$ cat config.mk
export PLATFORM = sky130hd
export DESIGN_NAME = instr_encoder
export DESIGN_NICKNAME = d
export VERILOG_FILES = /design/src/rtl/rv32i_defs.sv /design/src/rtl/instr_encoder_imm_packer.sv /design/src/rtl/instr_encoder.sv
export SDC_FILE = /design/constraint.sdc
export NUM_CORES = 1
export LEC_CHECK = 0
export CAP_MARGIN = 20
export CORE_ASPECT_RATIO = 1.4
export CORE_MARGIN = 2
export CORE_UTILIZATION = 35
export CTS_BUF_LIST = sky130_fd_sc_hd__clkbuf_8 sky130_fd_sc_hd__clkbuf_16
export CTS_CLUSTER_DIAMETER = 150
export DETAILED_ROUTE_END_ITERATION = 12
export PLACE_DENSITY = 0.71
export SLEW_MARGIN = 20
export SYNTH_ARGS = -nofsm -noshare
export SYNTH_HDL_FRONTEND = slang
export SYNTH_SLANG_ARGS = --single-unit
$ cat constraint.sdc
create_clock -name clk -period 3.8 [get_ports clk]
set_input_delay 0.57 -clock clk [delete_from_list [all_inputs] [get_ports clk]]
set_output_delay 0.57 -clock clk [all_outputs]
set_load 0.05 [all_outputs]
$ cat src/rtl/rv32i_defs.sv
// RV32I encoding definitions shared by the instruction encoder and its immediate packer.
package rv32i_defs;

    localparam int unsigned XLEN     = 32;
    localparam int unsigned OPCODE_W = 7;
    localparam int unsigned FUNCT3_W = 3;
    localparam int unsigned FUNCT7_W = 7;
    localparam int unsigned REG_W    = 5;
    localparam int unsigned FMT_W    = 3;
    localparam int unsigned HI_W     = 20;
    localparam int unsigned LO_W     = 5;

    // Instruction formats; encodings 6 and 7 are illegal.
    typedef enum logic [2:0] {
        FMT_R = 3'd0,
        FMT_I = 3'd1,
        FMT_S = 3'd2,
        FMT_B = 3'd3,
        FMT_U = 3'd4,
        FMT_J = 3'd5
    } instr_fmt_t;

    localparam logic [6:0] OP_R    = 7'b0110011;
    localparam logic [6:0] OP_I    = 7'b0010011;
    localparam logic [6:0] OP_LOAD = 7'b0000011;
    localparam logic [6:0] OP_S    = 7'b0100011;
    localparam logic [6:0] OP_B    = 7'b1100011;
    localparam logic [6:0] OP_JAL  = 7'b1101111;
    localparam logic [6:0] OP_LUI  = 7'b0110111;

    localparam logic [31:0] NOP_INSTR = 32'h0000_0013;

    // True for the immediate-shift forms that carry funct7 in [31:25].
    function automatic logic is_shift_imm(input logic [6:0] opcode, input logic [2:0] funct_3);
        return (opcode == OP_I) && ((funct_3 == 3'b001) || (funct_3 == 3'b101));
    endfunction

endpackage

$ cat src/rtl/instr_encoder_imm_packer.sv
// Scatters a byte-offset immediate into the instruction bit positions of each format.
// hi maps to instr[31:12], lo maps to instr[11:7].
// Optional macro IMM_RANGE_CHECK_EN: flag immediates that do not fit their format.
module imm_packer
    import rv32i_defs::*;
(
    input  logic [2:0]  fmt,
    input  logic [31:0] imm,
    output logic [19:0] hi,
    output logic [4:0]  lo,
    output logic        range_err
);

    // Per-format bit scatter; unused positions stay zero.
    always_comb begin
        hi = '0;
        lo = '0;
        case (instr_fmt_t'(fmt))
            FMT_I: hi = {imm[11:0], 8'b0};
            FMT_S: begin
                hi = {imm[11:5], 13'b0};
                lo = imm[4:0];
            end
            FMT_B: begin
                hi = {imm[12], imm[10:5], 13'b0};
                lo = {imm[4:1], imm[11]};
            end
            FMT_U: hi = imm[31:12];
            FMT_J: hi = {imm[20], imm[10:1], imm[11], imm[19:12]};
            default: begin
                hi = '0;
                lo = '0;
            end
        endcase
    end

`ifdef IMM_RANGE_CHECK_EN
    // Immediate must be the sign extension of the field width (and even for branches/jumps).
    always_comb begin
        range_err = 1'b0;
        case (instr_fmt_t'(fmt))
            FMT_I, FMT_S: range_err = (imm[31:11] != {21{imm[11]}});
            FMT_B:        range_err = (imm[31:12] != {20{imm[12]}}) || imm[0];
            FMT_J:        range_err = (imm[31:20] != {12{imm[20]}}) || imm[0];
            FMT_U:        range_err = (imm[11:0] != 12'h000);
            default:      range_err = 1'b0;
        endcase
    end
`else
    // Immediates are silently truncated.
    assign range_err = 1'b0;
`endif

endmodule

$ cat src/rtl/instr_encoder.sv
// Streaming RV32I instruction encoder with a single registered valid/ready output stage
// and a byte-address counter that reloads BASE_ADDR after each last word.
// Optional macro IMM_RANGE_CHECK_EN: out-of-range immediates also set err.
module instr_encoder
    import rv32i_defs::*;
#(
    parameter int unsigned          ADDR_W    = 32,
    parameter logic [ADDR_W-1:0]    BASE_ADDR = '0
) (
    input  logic              clk,
    input  logic              rst_n,
    input  logic              in_valid,
    output logic              in_ready,
    input  logic [2:0]        in_fmt,
    input  logic [6:0]        in_opcode,
    input  logic [2:0]        in_funct_3,
    input  logic [6:0]        in_funct_7,
    input  logic [4:0]        in_rd,
    input  logic [4:0]        in_rs1,
    input  logic [4:0]        in_rs2,
    input  logic [31:0]       in_imm,
    input  logic              in_last,
    output logic              out_valid,
    input  logic              out_ready,
    output logic [31:0]       out_instr,
    output logic [ADDR_W-1:0] out_addr,
    output logic              out_last,
    output logic              err
);

    localparam logic [ADDR_W-1:0] ADDR_STEP = ADDR_W'(4);

    logic [19:0] imm_hi;
    logic [4:0]  imm_lo;
    logic        imm_err;
    logic [31:0] word_c;
    logic        word_err_c;
    logic        accept;
    logic        out_hs;

    imm_packer u_imm_packer (
        .fmt       (in_fmt),
        .imm       (in_imm),
        .hi        (imm_hi),
        .lo        (imm_lo),
        .range_err (imm_err)
    );

    // The output register can take a word when empty or when it is being drained.
    assign in_ready = !out_valid || out_ready;
    assign accept   = in_valid && in_ready;
    assign out_hs   = out_valid && out_ready;

    // Assemble the instruction word from the request fields.
    always_comb begin
        word_c     = NOP_INSTR;
        word_err_c = 1'b0;
        case (instr_fmt_t'(in_fmt))
            FMT_R: word_c = {in_funct_7, in_rs2, in_rs1, in_funct_3, in_rd, in_opcode};
            FMT_I: begin
                if (is_shift_imm(in_opcode, in_funct_3)) begin
                    word_c = {in_funct_7, in_imm[4:0], in_rs1, in_funct_3, in_rd, in_opcode};
                end else begin
                    word_c = {imm_hi[19:8], in_rs1, in_funct_3, in_rd, in_opcode};
                end
                word_err_c = imm_err;
            end
            FMT_S, FMT_B: begin
                word_c     = {imm_hi[19:13], in_rs2, in_rs1, in_funct_3, imm_lo, in_opcode};
                word_err_c = imm_err;
            end
            FMT_U, FMT_J: begin
                word_c     = {imm_hi, in_rd, in_opcode};
                word_err_c = imm_err;
            end
            default: begin
                word_c     = NOP_INSTR;
                word_err_c = 1'b1;
            end
        endcase
    end

    // Output register: load on accept, empty on a handshake with nothing new.
    always_ff @(posedge clk or negedge rst_n) begin
        if (!rst_n) begin
            out_valid <= 1'b0;
            out_instr <= '0;
            out_last  <= 1'b0;
        end else if (accept) begin
            out_valid <= 1'b1;
            out_instr <= word_c;
            out_last  <= in_last;
        end else if (out_hs) begin
            out_valid <= 1'b0;
        end
    end

    // Address counter advances per handshake and restarts after the last word.
    always_ff @(posedge clk or negedge rst_n) begin
        if (!rst_n) begin
            out_addr <= BASE_ADDR;
        end else if (out_hs) begin
            out_addr <= out_last ? BASE_ADDR : out_addr + ADDR_STEP;
        end
    end

    // Sticky error, set when a flagged word is loaded.
    always_ff @(posedge clk or negedge rst_n) begin
        if (!rst_n) begin
            err <= 1'b0;
        end else if (accept && word_err_c) begin
            err <= 1'b1;
        end
    end

endmodule

== Word-level counts from Yosys, hierarchy flattened ==
Index checks and enable logic that the tools add are counted.
W data, S select, Z words.

* Add/sub/neg operators: 1
* Multipliers: 0
* Div/mod/pow operators: 0
* $lt $le $gt $ge: 0
* Equality and inequality tests: 8
* Shifts and indexed selects: 0
* Multiplexer cells: 8
* Bitwise operators: 0
* Reduce and logical (&&, ||, !) cells: 12

{| class="wikitable"
|+ Operators by type and width
! kind !! count
|-
| $pmux W32 S4 || 1
|-
| $pmux W20 S5 || 1
|-
| $mux W32 || 2
|-
| $add A32 B3 Y32 const B || 1
|-
| $pmux W5 S2 || 1
|-
| $eq A3 B3 Y1 const B || 3
|-
| $eq A7 B5 Y1 const B || 1
|-
| $eq A3 B1 Y1 const B || 2
|-
| $eq A3 B2 Y1 const B || 2
|-
| $reduce_or A6 Y1 || 1
|-
| $logic_and A1 B1 Y1 || 4
|-
| $reduce_or A2 Y1 || 2
|-
| $logic_not A3 Y1 || 1
|-
| $mux W1 || 3
|-
| $logic_or A1 B1 Y1 || 2
|-
| $reduce_bool A2 Y1 || 1
|-
| $logic_not A1 Y1 || 1
|}

* Register bits after elaboration: 67
* Latch bits: 0
* Bits in writable memories: 0
* Memory bits (read-only): 0
* Input bits: 72
* Output and inout bits: 68
* Word-level logic and storage cells: 34
* Memories kept: 0

== Depth between registers and ports, before layout ==
* Depth in word-level cells: 5
* Gate-level depth with buffers: 6
* Gate-level depth less buffers: 5

== Cells and area by module ==
From an unflattened synthesis, not the netlist that was laid out.

* Cell total of the unflattened synthesis: 433
* Area total of the unflattened synthesis: 3831.2 um^2

{| class="wikitable"
|+ Modules (own cells, without submodules)
! module !! instances !! cells each !! area each (um^2)
|-
| instr_encoder || 1 || 374 || 3414.5
|-
| imm_packer || 1 || 59 || 416.6
|}

== Least setup slack after synthesis ==
Ideal clock, no wire load.

* Path type: flip-flop to flip-flop
* Start: reg out_valid
* End: reg out_instr[29]
* Library setup time: 0.095 ns
* Arrival: 1.946 ns
* Required time: 3.705 ns
* Path slack: 1.758 ns
* Stages on the path, launching flop included: 6
* Cells stage by stage: dfrtp_1 -> nand2b_1 -> nand2_1 -> clkbuf_1 -> nand2_1 -> o31ai_1

* Cells in the longest elaborated chain, start to end: 3

{| class="wikitable"
|+ RTL lines
! element !! RTL line !! text
|-
| start, declared || instr_encoder.sv:23 || <nowiki>output logic out_valid,</nowiki>
|-
| start signal, assigned || instr_encoder.sv:86 || <nowiki>out_valid <= 1'b0;</nowiki>
|-
| start signal, assigned || instr_encoder.sv:90 || <nowiki>out_valid <= 1'b1;</nowiki>
|-
| start signal, assigned || instr_encoder.sv:94 || <nowiki>out_valid <= 1'b0;</nowiki>
|-
| $logic_not A1 Y1 || instr_encoder.sv:50 || <nowiki>assign in_ready = !out_valid || out_ready;</nowiki>
|-
| $logic_or A1 B1 Y1 || instr_encoder.sv:50 ||
|-
| named net in_ready || instr_encoder.sv:13 || <nowiki>output logic in_ready,</nowiki>
|-
| $logic_and A1 B1 Y1 || instr_encoder.sv:51 || <nowiki>assign accept = in_valid && in_ready;</nowiki>
|-
| end signal, assigned || instr_encoder.sv:91 || <nowiki>out_instr <= word_c;</nowiki>
|-
| end, declared || instr_encoder.sv:25 || <nowiki>output logic [31:0] out_instr,</nowiki>
|}

The timed path passes the listed nets, and every way through them passes these cells.
A chain may end at the register's enable or synchronous reset.

== Worst setup path in the final report ==
* Start: in out_ready
* End: out in_ready

* Cells in the longest elaborated chain, start to end: 1

{| class="wikitable"
|+ RTL lines
! element !! RTL line !! text
|-
| start, declared || instr_encoder.sv:24 || <nowiki>input logic out_ready,</nowiki>
|-
| $logic_or A1 B1 Y1 || instr_encoder.sv:50 ||
|-
| end, declared || instr_encoder.sv:13 ||
|}

No other way between the ends.

==> impl_metrics.env <==
export IMPL_cts_hold_buf=0
export IMPL_die_x_um=88.9
export IMPL_die_area_sq_mm=0.0109
export IMPL_vias_per_cell=5.45
export IMPL_critPathCapture="in_ready"
export IMPL_grt_max_degree=48
export IMPL_worst_pin_slew_ns=0.950
export IMPL_drv_slew=0
export IMPL_io_pins=140
export IMPL_placeableCoreArea_sq_mm=0.00985
export IMPL_p_seq_frac=0.355
export IMPL_place_ws_ns=1.07
export IMPL_critPathMostFrequentCell="clkdlybuf4s50_1"
export IMPL_pwr_share_comb=0.304
export IMPL_cts_root_buf="clkbuf_16"
export IMPL_maxCapViolations=0
export IMPL_hp_class="in2async"
export IMPL_timing_reg2reg_setup_slack_ns=1.77
export IMPL_finalHoldViolations=0
export IMPL_rsz0062_at_grt="false"
export IMPL_diodes=0
export IMPL_dp_hpwl_um=8050
export IMPL_synthFlopType="dfrtp_1"
export IMPL_wl_per_cell_um=16.2
export IMPL_drive_gt1_frac=0.0530
export IMPL_setup_viol=0
export IMPL_peakVddDrop_mv=0.207
export IMPL_post_cts_resized=0
export IMPL_track_usage=0.200
export IMPL_end_kind="primary output"
export IMPL_nNetsFinal=596
export IMPL_synth_area_leader_cell="dfrtp_1"
export IMPL_synth_cell_types=51
export IMPL_start_util=0.359
export IMPL_critical_path_cell_chain="clkdlybuf4s50_1 -> nand2b_1 -> clkdlybuf4s50_1"
export IMPL_cp_required_ns=3.23
export IMPL_syn_area_per_cell_sq_um=8.99
export IMPL_finish_instance_area_sq_mm=0.00530
export IMPL_io_buffers=137
export IMPL_postRouteAntennaNets=0
export IMPL_setup_tns_final_ns=0
export IMPL_internal_power_mw=1.55
export IMPL_cp_max_fo=6
export IMPL_path_buf_inv=2
export IMPL_cp_top_family="buffers and inverters"
export IMPL_power_frac_clock=0.341
export IMPL_status="finished clean"
export IMPL_crit_cells=3
export IMPL_final_cells=663
export IMPL_clkSinkCount=65
export IMPL_synth_cells=393
export IMPL_drt_total_wl_um=10700
export IMPL_seq_area_frac_synth=0.461
export IMPL_critPathLaunchType="input pin"
export IMPL_drtIter0Drc=117
export IMPL_placedInstanceArea_sq_mm=0.00500
export IMPL_fin_ws_ns=1.05
export IMPL_r2r_cells=4
export IMPL_synthArstFlopShare=1.00
export IMPL_cts_htree_levels=3
export IMPL_seq_area_sq_mm=0.00163
export IMPL_cts_buffers=9
export IMPL_p_sw_mw=0.820
export IMPL_overflow=0
export IMPL_ys_warn_count=0
export IMPL_cts_max_path_buffers=2
export IMPL_p_leak_nw=2.22
export IMPL_yosys_top_cells_area="dfrtp_1 46%, nand2_1 6.2%, nor2_1 5.2%"
export IMPL_nFillCells=898
export IMPL_grt_pass1_vias=3515
export IMPL_clkLatencyLatePin_ns=0.33
export IMPL_power_density_mw_per_mm2=447
export IMPL_synth_top_area_share=0.461
export IMPL_antenna_found_initial=0
export IMPL_die_y_um=123
export IMPL_dp_cells=647
export IMPL_clkTransAtPathRegs_ns=0.06
export IMPL_drc=0
export IMPL_synth_edf_count=0
export IMPL_place_congestion=0.938
export IMPL_fmax_mhz=363
export IMPL_switching_share=0.346
export IMPL_vias=3616
export IMPL_reg2reg_to="out_addr[19]$_DFFE_PN0P_"
export IMPL_syn2layout_area_growth_pct=49.9
export IMPL_multi_input_area_sq_mm=0.00176
export IMPL_arrival_ns=2.18
export IMPL_crit_path_max_incr_delay_ns=0.83
export IMPL_synth_most_common_cell="dfrtp_1"
export IMPL_r2r_start="out_valid$_DFFE_PN0P_"
export IMPL_post_cts_setup_buffers=0
export IMPL_drt_pass1_iterations=4
export IMPL_synth_common_cells="65 x dfrtp_1, 58 x nand2_1, 49 x nor2_1, 20 x clkbuf_1, 20 x o21ai_0"
export IMPL_grt_pass1_wl_um=16700
export IMPL_critical_path_class="in2out"
export IMPL_max_slew_margin_rel=0.365
export IMPL_synth_seq_cells=65
export IMPL_critical_path_slowest_cell="clkdlybuf4s50_1"
export IMPL_crit_start="out_ready"
export IMPL_tritoncts="done"
export IMPL_syn_area_sq_mm=0.00353
export IMPL_period_needed_ns=2.75
export IMPL_fin_crit_sh=0.724
export IMPL_skew_ns=0.00665
export IMPL_num_rows=43
-- stage by stage --
step | hold WS [ns] | total power, mW | utilization
5_1_grt | 0.299 | 2.47 | 0.538
2_1_floorplan | 0.274 | 1.27 | -
3_5_place_dp | 0.470 | 1.57 | 0.508
4_1_cts | 0.471 | 2.39 | 0.538
6_report | 0.245 | 2.37 | 0.538
3_3_place_gp | 0.463 | 1.56 | 0.508
-- kinds of logic (layout without fill, tap and decap cells) --
kind of cell    count (synthesis)  count (layout)  synth area share
simple gates                  185             185             0.264
compound gates                 84              84             0.168
flops                          65              65             0.461
buf+inv                        35             169            0.0418
mux                            16              16            0.0464
xor+xnor                        6               6            0.0149
fa+ha+maj                       1               1           0.00354
other cells                     1               2           0.00106
-- how the worst min path moves through the flow --
stage                              start  slack, ns                        end
2_1_floorplan                      rst_n       0.27            err$_DFFE_PN0P_
3_3_place_gp   out_instr[21]$_DFFE_PN0P_       0.46  out_instr[21]$_DFFE_PN0P_
3_5_place_dp   out_instr[22]$_DFFE_PN0P_       0.47  out_instr[22]$_DFFE_PN0P_
4_1_cts                            rst_n       0.47   out_addr[10]$_DFFE_PN0P_
5_1_grt                            rst_n       0.30   out_addr[10]$_DFFE_PN0P_
6_report                           rst_n       0.25   out_addr[10]$_DFFE_PN0P_
-- per-layer routing --
metal / vias to the layer above / track usage / wire (um)
li1: 1687 / - / -
met1: 1726 / 0.217 / 3910
met5: - / 0 / 0
met2: 173 / 0.336 / 5540
met3: 30 / 0.0726 / 932
met4: 0 / 0.101 / 352
-- worst register-to-register path, cell delays in order (launching register included) --
cell and delay, ns:
dfrtp_1 0.44, nand2_1 0.33, or3_1 0.60, or4_1 0.43, a21oi_1 0.15
-- layout by cell type, fill, tap and decap left out, types with 3 or more instances in the layout --
cell type,count
a21oi_1,11
a221oi_1,18
a22o_1,4
a22oi_1,4
a31oi_1,7
a41o_1,4
and2_1,3
and3_1,4
buf_4,6
clkbuf_16,9
clkdlybuf4s50_1,136
dfrtp_1,65
inv_1,14
mux2_2,3
mux2i_1,13
nand2_1,58
nand2b_1,8
nand3_1,12
nand3b_1,7
nand4_1,9
nor2_1,49
nor2b_1,3
nor3_1,8
nor4_1,8
o21ai_0,20
o31ai_1,4
or3_1,5
xnor2_1,6
-- flip-flops by register name, indices dropped and copies added (netlist names) --
| register | flops |
|---|---|
| out_last | 1 |
| out_instr | 32 |
| out_valid | 1 |
| err | 1 |
| out_addr | 30 |
-- final cells by class --
cell class,instances,share of cell area
Tap cell,135,0.0319
Sequential cell,65,0.307
Inverter,11,0.00780
Clock buffer,10,0.0451
Multi-Input combinational cell,294,0.333
Clock inverter,6,0.00969
Timing Repair Buffer,142,0.266
-- power by group through the flow --
stage	clock network (mW)	logic (mW)	registers, mW
floorplan	0	0.164	1.10
global placement	0	0.711	0.850
detailed placement	0	0.721	0.851
CTS	0.825	0.722	0.841
global route	0.858	0.761	0.852
finish	0.807	0.719	0.841
(Power assumes the default switching activity.)
